[src/rtl/stream_pkt_xbar.sv]
// Packet-aware NumInp x NumOut stream crossbar with per-output round-robin grant lock and optional output FIFOs.
// Optional per-output packet counters are enabled with `define STREAM_PKT_XBAR_STATS_EN.

module stream_pkt_xbar_fifo #(
    parameter int unsigned Depth = 2,
    parameter int unsigned Width = 8
) (
    input  logic             clk_i,
    input  logic             rst_ni,
    input  logic             clr_i,
    input  logic             push_i,
    input  logic [Width-1:0] wdata_i,
    output logic             full_o,
    input  logic             pop_i,
    output logic [Width-1:0] rdata_o,
    output logic             empty_o
);
    localparam int unsigned PtrW = (Depth > 1) ? $clog2(Depth) : 1;
    localparam int unsigned CntW = $clog2(Depth + 1);

    logic [Width-1:0] mem_q [Depth];
    logic [Width-1:0] mem_d [Depth];
    logic [PtrW-1:0]  wr_q, wr_d, rd_q, rd_d;
    logic [CntW-1:0]  cnt_q, cnt_d;
    logic             push, pop;

    function automatic logic [PtrW-1:0] ptr_inc(input logic [PtrW-1:0] p);
        return (p == PtrW'(Depth - 1)) ? '0 : p + PtrW'(1);
    endfunction

    assign full_o  = (cnt_q == CntW'(Depth));
    assign empty_o = (cnt_q == '0);
    // Empty reads as zero so the output bus is clean after reset and between packets.
    assign rdata_o = empty_o ? '0 : mem_q[rd_q];

    always_comb begin
        push  = push_i && !full_o && !clr_i;
        pop   = pop_i && !empty_o && !clr_i;
        mem_d = mem_q;
        wr_d  = wr_q;
        rd_d  = rd_q;
        cnt_d = cnt_q;
        if (push) begin
            mem_d[wr_q] = wdata_i;
            wr_d        = ptr_inc(wr_q);
        end
        if (pop) rd_d = ptr_inc(rd_q);
        case ({push, pop})
            2'b10:   cnt_d = cnt_q + CntW'(1);
            2'b01:   cnt_d = cnt_q - CntW'(1);
            default: cnt_d = cnt_q;
        endcase
        if (clr_i) begin
            wr_d  = '0;
            rd_d  = '0;
            cnt_d = '0;
        end
    end

    always_ff @(posedge clk_i or negedge rst_ni) begin
        if (!rst_ni) begin
            mem_q <= '{default: '0};
            wr_q  <= '0;
            rd_q  <= '0;
            cnt_q <= '0;
        end else begin
            mem_q <= mem_d;
            wr_q  <= wr_d;
            rd_q  <= rd_d;
            cnt_q <= cnt_d;
        end
    end
endmodule

module stream_pkt_xbar #(
    parameter int unsigned NumInp    = 1,
    parameter int unsigned NumOut    = 1,
    parameter int unsigned DataWidth = 32,
    parameter int unsigned FifoDepth = 2,
    parameter int unsigned SelWidth  = (NumOut > 1) ? $clog2(NumOut) : 1,
    parameter int unsigned IdxWidth  = (NumInp > 1) ? $clog2(NumInp) : 1
) (
    input  logic                          clk_i,
    input  logic                          rst_ni,
    input  logic                          clr_i,
    input  logic [NumInp*DataWidth-1:0]   data_i,
    input  logic [NumInp*SelWidth-1:0]    sel_i,
    input  logic [NumInp-1:0]             last_i,
    input  logic [NumInp-1:0]             valid_i,
    output logic [NumInp-1:0]             ready_o,
    output logic [NumOut*DataWidth-1:0]   data_o,
    output logic [NumOut*IdxWidth-1:0]    idx_o,
    output logic [NumOut-1:0]             last_o,
    output logic [NumOut-1:0]             valid_o,
    input  logic [NumOut-1:0]             ready_i
`ifdef STREAM_PKT_XBAR_STATS_EN
    ,
    output logic [NumOut*16-1:0]          pkt_cnt_o
`endif
);
    localparam int unsigned EntW = DataWidth + IdxWidth + 1;

    typedef enum logic {ST_IDLE = 1'b0, ST_BUSY = 1'b1} arb_state_e;

    logic [SelWidth-1:0] eff_sel [NumInp];
    logic [NumInp-1:0]   discard, hs;
    logic [NumInp-1:0]   in_pkt_q, in_pkt_d;
    logic [SelWidth-1:0] route_q [NumInp];
    logic [SelWidth-1:0] route_d [NumInp];

    arb_state_e          state_q [NumOut];
    arb_state_e          state_d [NumOut];
    logic [IdxWidth-1:0] owner_q [NumOut];
    logic [IdxWidth-1:0] owner_d [NumOut];
    logic [IdxWidth-1:0] rr_q    [NumOut];
    logic [IdxWidth-1:0] rr_d    [NumOut];

    logic [NumOut-1:0]   arb_vld, arb_rdy, arb_last;
    logic [IdxWidth-1:0] arb_gnt [NumOut];
    logic [IdxWidth-1:0] arb_win [NumOut];
    logic [EntW-1:0]     arb_ent [NumOut];

    function automatic logic [IdxWidth-1:0] idx_inc(input logic [IdxWidth-1:0] x);
        return IdxWidth'((int'(x) + 1) % int'(NumInp));
    endfunction

    // Request matrix and per-output round-robin pick; BUSY outputs only listen to their owner.
    always_comb begin
        logic [NumInp-1:0]   req;
        logic [IdxWidth-1:0] cand;
        logic                win_vld;
        for (int i = 0; i < NumInp; i++) begin
            eff_sel[i] = in_pkt_q[i] ? route_q[i] : sel_i[i*SelWidth +: SelWidth];
            discard[i] = int'(eff_sel[i]) >= int'(NumOut);
        end
        for (int j = 0; j < NumOut; j++) begin
            req = '0;
            for (int i = 0; i < NumInp; i++)
                req[i] = valid_i[i] && !discard[i] && (int'(eff_sel[i]) == j);
            arb_win[j] = '0;
            win_vld    = 1'b0;
            for (int k = NumInp - 1; k >= 0; k--) begin
                cand = IdxWidth'((int'(rr_q[j]) + k) % int'(NumInp));
                if (req[cand]) begin
                    arb_win[j] = cand;
                    win_vld    = 1'b1;
                end
            end
            if (state_q[j] == ST_BUSY) begin
                arb_gnt[j] = owner_q[j];
                arb_vld[j] = req[owner_q[j]];
            end else begin
                arb_gnt[j] = arb_win[j];
                arb_vld[j] = win_vld;
            end
            arb_last[j] = last_i[arb_gnt[j]];
            arb_ent[j]  = {data_i[int'(arb_gnt[j])*DataWidth +: DataWidth], arb_gnt[j], arb_last[j]};
        end
    end

    always_comb begin
        ready_o = discard;
        for (int j = 0; j < NumOut; j++)
            for (int i = 0; i < NumInp; i++)
                if (arb_vld[j] && arb_rdy[j] && (int'(arb_gnt[j]) == i)) ready_o[i] = 1'b1;
        hs = valid_i & ready_o;
    end

    always_comb begin
        in_pkt_d = in_pkt_q;
        route_d  = route_q;
        state_d  = state_q;
        owner_d  = owner_q;
        rr_d     = rr_q;
        for (int i = 0; i < NumInp; i++) begin
            if (hs[i]) begin
                if (last_i[i]) begin
                    in_pkt_d[i] = 1'b0;
                end else if (!in_pkt_q[i]) begin
                    in_pkt_d[i] = 1'b1;
                    route_d[i]  = sel_i[i*SelWidth +: SelWidth];
                end
            end
        end
        for (int j = 0; j < NumOut; j++) begin
            case (state_q[j])
                ST_IDLE: begin
                    if (arb_vld[j]) begin
                        if (arb_rdy[j] && arb_last[j]) begin
                            rr_d[j] = idx_inc(arb_win[j]);
                        end else begin
                            // Lock the grant so a presented beat is never withdrawn under stall.
                            state_d[j] = ST_BUSY;
                            owner_d[j] = arb_win[j];
                        end
                    end
                end
                ST_BUSY: begin
                    if (arb_vld[j] && arb_rdy[j] && arb_last[j]) begin
                        state_d[j] = ST_IDLE;
                        rr_d[j]    = idx_inc(owner_q[j]);
                    end
                end
                default: state_d[j] = ST_IDLE;
            endcase
        end
        if (clr_i) begin
            in_pkt_d = '0;
            route_d  = '{default: '0};
            state_d  = '{default: ST_IDLE};
            owner_d  = '{default: '0};
            rr_d     = '{default: '0};
        end
    end

    always_ff @(posedge clk_i or negedge rst_ni) begin
        if (!rst_ni) begin
            in_pkt_q <= '0;
            route_q  <= '{default: '0};
            state_q  <= '{default: ST_IDLE};
            owner_q  <= '{default: '0};
            rr_q     <= '{default: '0};
        end else begin
            in_pkt_q <= in_pkt_d;
            route_q  <= route_d;
            state_q  <= state_d;
            owner_q  <= owner_d;
            rr_q     <= rr_d;
        end
    end

    if (FifoDepth > 0) begin : g_fifo
        logic [NumOut-1:0] full, empty;
        logic [EntW-1:0]   rdata [NumOut];

        for (genvar j = 0; j < NumOut; j++) begin : g_out
            stream_pkt_xbar_fifo #(
                .Depth (FifoDepth),
                .Width (EntW)
            ) u_fifo (
                .clk_i   (clk_i),
                .rst_ni  (rst_ni),
                .clr_i   (clr_i),
                .push_i  (arb_vld[j]),
                .wdata_i (arb_ent[j]),
                .full_o  (full[j]),
                .pop_i   (ready_i[j]),
                .rdata_o (rdata[j]),
                .empty_o (empty[j])
            );
        end

        always_comb begin
            arb_rdy = ~full;
            valid_o = ~empty;
            for (int j = 0; j < NumOut; j++) begin
                data_o[j*DataWidth +: DataWidth] = rdata[j][EntW-1 -: DataWidth];
                idx_o[j*IdxWidth +: IdxWidth]    = rdata[j][IdxWidth:1];
                last_o[j]                        = rdata[j][0];
            end
        end
    end else begin : g_direct
        always_comb begin
            arb_rdy = ready_i;
            valid_o = arb_vld;
            for (int j = 0; j < NumOut; j++) begin
                data_o[j*DataWidth +: DataWidth] = arb_vld[j] ? arb_ent[j][EntW-1 -: DataWidth] : '0;
                idx_o[j*IdxWidth +: IdxWidth]    = arb_vld[j] ? arb_ent[j][IdxWidth:1] : '0;
                last_o[j]                        = arb_vld[j] && arb_ent[j][0];
            end
        end
    end

`ifdef STREAM_PKT_XBAR_STATS_EN
    logic [15:0] pkt_cnt_q [NumOut];
    logic [15:0] pkt_cnt_d [NumOut];

    always_comb begin
        pkt_cnt_d = pkt_cnt_q;
        for (int j = 0; j < NumOut; j++)
            if (valid_o[j] && ready_i[j] && last_o[j]) pkt_cnt_d[j] = pkt_cnt_q[j] + 16'd1;
        if (clr_i) pkt_cnt_d = '{default: '0};
        for (int j = 0; j < NumOut; j++) pkt_cnt_o[j*16 +: 16] = pkt_cnt_q[j];
    end

    always_ff @(posedge clk_i or negedge rst_ni) begin
        if (!rst_ni) pkt_cnt_q <= '{default: '0};
        else         pkt_cnt_q <= pkt_cnt_d;
    end
`endif
endmodule

[config.mk]
export PLATFORM = sky130hd
export DESIGN_NAME = stream_pkt_xbar
export DESIGN_NICKNAME = d
export VERILOG_FILES = /design/src/rtl/stream_pkt_xbar.sv
export SDC_FILE = /design/constraint.sdc
export NUM_CORES = 1
export LEC_CHECK = 0
export BUFFER_PORTS_ARGS = -buffer_cell sky130_fd_sc_hd__buf_4
export CAP_MARGIN = 20
export CORE_MARGIN = 2
export CORE_UTILIZATION = 55
export DETAILED_ROUTE_END_ITERATION = 8
export PLACE_DENSITY = 0.81
export SYNTH_ARGS = -nofsm -noshare
export SYNTH_HDL_FRONTEND = slang
export SYNTH_SLANG_ARGS = --single-unit
export TNS_END_PERCENT = 1
[constraint.sdc]
create_clock -name clk_i -period 4.65 [get_ports clk_i]
set_input_delay 0.465 -clock clk_i [delete_from_list [all_inputs] [get_ports clk_i]]
set_output_delay 0.465 -clock clk_i [all_outputs]
set_load 0.01 [all_outputs]
## Word-level counts from Yosys, hierarchy flattened

Index checks and enable logic that the tools add are counted.

- Bits in registers: 76
- Input port bits: 39

- Add/subtract/negate cells: 4
- $lt $le $gt $ge: 6
- Eq/ne operators: 6
- Shifts and indexed selects: 1
- Mux-type cells: 37
- Bitwise logic cells: 8
- Reduce and logical (&&, ||, !) cells: 23

Operator list:

| cell | number |
|---|---|
| $mux 34 | 5 |
| $bwmux 68 | 1 |
| $demux 34 s1 | 1 |
| $shiftx 32x7->32 | 1 |
| $mux 1 | 27 |
| $logic_and 1x1->1 | 11 |
| $reduce_bool 2->1 | 4 |
| $ne 2x2->1 const B | 3 |
| $not 1->1 | 5 |
| $eq 2x2->1 const B | 2 |
| $ge 2x2->1 const B | 2 |
| $logic_not 1->1 | 4 |
| $not 1->2 | 2 |
| $pmux 2 s2 | 1 |
| $reduce_and 3->1 | 1 |
| $reduce_bool 3->1 | 1 |
| $add 1x1->1 const B | 2 |
| $add 2x1->2 const B | 1 |
| $eq 2x1->1 const B | 1 |
| $logic_not 2->1 | 1 |
| $lt 1x1->1 const B | 2 |
| $lt 2x1->1 const B | 1 |
| $mux 2 | 1 |
| $pmux 1 s2 | 1 |
| other kinds (4) | 4 |

## Logic depth before layout (Yosys ltp)

- Depth in word-level cells: 13
- Gate-level depth with buffers: 5

## By module

A second synthesis with hierarchy kept.

- Cells, all modules: 257
- Area total of the unflattened synthesis: 3388.2 um^2

Modules (own cells, without submodules):

| module | times used | cells each | area each (um^2) | sequential area each (um^2) |
|---|---|---|---|---|
| stream_pkt_xbar_fifo | 1 | 242 | 3256.9 | 1801.7 |
| stream_pkt_xbar | 1 | 15 | 131.4 | 50.0 |

## Worst setup path after synthesis

Ideal clock, no wire load.

- Kind: flip-flop to output port
- Start: register g_fifo.g_out[0].u_fifo.cnt_q[1]
- End: output port data_o[0]
- Arrival: 1201 ps
- Data required time: 4185 ps
- Setup slack: 2984 ps
- Cell stages (with the launch flop): 5
- Cells stage by stage: dfrtp_1 > clkbuf_1 > nor2_1 > clkbuf_1 > nor2_1

- Word-level cells in the longest chain between the ends: 2

Ends and longest elaborated chain:

| item | line | RTL |
|---|---|---|
| from (decl) | 24 | `logic [CntW-1:0] cnt_q, cnt_d;` |
| from (signal assigned) | 70 | `cnt_q <= cnt_d;` |
| $logic_not 2->1 | 32 | `assign empty_o = (cnt_q == '0);` |
| $mux 34 | 34 | `assign rdata_o = empty_o ? '0 : mem_q[rd_q];` |
| to (decl) | 91 | `output logic [NumOut*DataWidth-1:0] data_o,` |

No other way between the ends.

## Final worst setup path

- Start: register g_fifo.g_out[0].u_fifo.cnt_q[1]
- End: output port data_o[3]

Same word-level chain as after synthesis.

==> impl_metrics.json <==
{
  "syn-cell-area_um2": 3420,
  "num_io_pins": 75,
  "drtAntennaViolNets": 0,
  "rsz0062_at_grt": "no",
  "synth-compound-area-share_pct": 2.49,
  "post_cts_resized": 0,
  "fin_worst_skew_ns": 0.00595,
  "final_common_cell": "buf_4",
  "cts_inserted_buffers": 9,
  "antenna_found_initial": 0,
  "finalCriticalPeriod_ns": 2.46,
  "critPathMostFrequentCell": "buf_4",
  "routed_wl_um": 6520,
  "crit_required_ns": 4.18,
  "post_dp_cell_area_um2": 3950,
  "avgSynthCellArea_um2": 13.3,
  "crit_fanout": 20,
  "critPathCaptureType": "primary output",
  "final_cell_mix": "buf_4 (74), dfrtp_1 (71), mux2_2 (60)",
  "max_stage_delay_ns": 0.56,
  "vias_per_cell": 5.46,
  "layout.nets": 365,
  "place_congestion": 0.785,
  "power-per-cell-area_nw_per_um2": 473,
  "yosys_register_bits": 72,
  "fillerInstances": 449,
  "synth_top_family_by_area": "multiplexers",
  "clock-sinks": 72,
  "fin_area_um2": 4220,
  "slew_viol_final": 0,
  "synth_area_leaders": "dfrtp_1 (53%), mux2_2 (20%), mux2i_1 (9.7%)",
  "insertion_delay_ns": 0.34,
  "timing.setup.tns_ns": 0,
  "crit_family": "simple AND/OR/NAND/NOR gates",
  "row_count": 28,
  "crit_arrival_ns": 1.99,
  "start_util_pct": 57.4,
  "grt_pass1_vias": 2222,
  "crit_buf_inv": 2,
  "dpl.hpwl_um": 4200,
  "crit_chain": "nor2_2 > buf_4 > nor2_1 > buf_4",
  "finalSetupViolCount": 0,
  "wl_per_cell_um": 16.1,
  "regArea_um2": 1800,
  "start_kind": "flop",
  "yosys.area_share.xor_xnor_pct": 0.512,
  "antenna_cells": 0,
  "cts_buffer_depth": 2,
  "cts_root_buf": "clkbuf_8",
  "htree_levels": 3,
  "grt_max_degree": 73,
  "drive_above_1_share_pct": 49.2,
  "fin_crit_sh_pct": 52.9,
  "numPortBuffers": 73,
  "fin_util_pct": 70.9,
  "overflow": 0,
  "multiInputGateArea_um2": 1490,
  "die_h_um": 82.9,
  "synthMuxAreaShare_pct": 33.1,
  "status": "complete, no violations",
  "hold_viol": 0,
  "hold_buffers": 0,
  "synth_warnings": 0,
  "die_w_um": 82.9,
  "syn_to_final_growth_pct": 23.4,
  "core-area_um2": 5960,
  "slowest_stage": "nor2_2",
  "post_cts_buffers": 0,
  "grt_use_total_pct": 20.0,
  "ir_worst_vdd_mv": 0.260,
  "syn-num-nets": 297,
  "synthSimpleGateAreaFrac_pct": 7.21,
  "drc": 0,
  "clk_pin_slew_ns": 0.08,
  "tritoncts": "built",
  "first_pass_iters": 4,
  "hp-class": "primary input to asynchronous set/reset pin",
  "power.total_mw": 2.00,
  "num_vias": 2217,
  "grt_pass1_wl_um": 10900,
  "path_class": "flop to primary output",
  "synthDistinctLibCells": 28,
  "drt-initial-drc-count": 98,
  "synth_top_area_share_pct": 52.7,
  "tightest_slew_ns": 1.03,
  "postSynthCellCount": 258,
  "slew_headroom_pct": 31.3,
  "yosys.area.top_type": "dfrtp_1",
  "maxCapViolCount": 0,
  "max_freq_mhz": 407,
  "synth_fa_ha_area_share_pct": 0,
  "yosysSeqAreaShare_pct": 52.7,
  "p_leak_nw": 1.95,
  "die_area_um2": 6870
}
state kept, by name, summed over array words and instances, names as in the netlist:
name and flops:
in_pkt_q 1, route_q 1, g_fifo.g_out.u_fifo.rd_q 1, g_fifo.g_out.u_fifo.wr_q 1, g_fifo.g_out.u_fifo.mem_q 66, g_fifo.g_out.u_fifo.cnt_q 2
synthesized netlist by cell type:
library cell / count
dfrtp_1: 72
mux2_2: 60
nor2_1: 37
mux2i_1: 33
mux2_4: 7
buf_6: 6
clkbuf_1: 5
a21oi_1: 4
buf_2: 4
inv_1: 3
nor2b_1: 3
o21ai_0: 3
a311oi_1: 2
buf_4: 2
nand2_1: 2
nand4_4: 2
xor2_1: 2
a2111oi_0: 1
a211oi_1: 1
and3b_1: 1
conb_1: 1
mux2i_4: 1
nand2b_1: 1
nor4_1: 1
o31ai_1: 1
o41ai_1: 1
or4_1: 1
or4b_2: 1
power breakdown:
part / switching [mW] / internal (mW)
clock: 0.230 / 0.423
sequential: 0.104 / 0.805
combinational: 0.163 / 0.270
total: 0.497 / 1.50
kinds of logic after synthesis:
kind of cell	after synthesis
AO/OA/AOI/OAI	13
XOR/XNOR	2
buffers and inverters	20
flip-flops	72
multiplexers	101
other	1
AND/OR/NAND/NOR	49
worst register-to-register path, stage by stage (launching register included):
cell     delay [ns]
dfrtp_1        0.49
mux2i_4        0.40
nand4_4        0.60
mux2_2         0.53
metrics by stage:
step	setup WS [ns]	hold slack, ns	std cells
after CTS	2.14	0.280	406
final	2.19	0.251	406
after global placement	2.55	0.486	390
after detailed placement	2.52	0.491	390
after global routing	2.06	0.320	406
after floorplan	2.98	0.169	258
layer usage:
metal	track usage, %	vias to the layer above	part of all wire (%)	wire length [um]
li1	-	1037	-	-
met3	5.07	10	4.2	272
met4	8.35	0	1.8	118
met1	25.0	1125	43	2790
met2	33.2	45	51	3340
met5	0	-	0	0
final timing paths:
path                                                        from                                to  slack, ns  cells past startpoint
worst max-delay path             g_fifo.g_out[0].u_fifo.cnt_q[1]                         data_o[3]       2.19                      4
max in group asynchronous                                 rst_ni       g_fifo.g_out[0].u_fifo.rd_q       3.79                      1
worst max register to register                          in_pkt_q  g_fifo.g_out[0].u_fifo.mem_q[31]       2.51                      3
min in group clk_i                                         clr_i                           route_q       0.34                      2
worst min register to register  g_fifo.g_out[0].u_fifo.mem_q[61]  g_fifo.g_out[0].u_fifo.mem_q[61]       0.51                      1
worst min-delay path                                      rst_ni  g_fifo.g_out[0].u_fifo.mem_q[61]       0.25                      1
final cells by class:
type | count | area share, %
Timing Repair Buffer | 74 | 13.2
Multi-Input combinational cell | 166 | 35.3
Sequential cell | 72 | 42.7
Clock inverter | 6 | 3.08
Inverter | 3 | 0.267
Clock buffer | 10 | 3.26
Tap cell | 75 | 2.22
No activity file was read; power rests on OpenSTA's default activity.
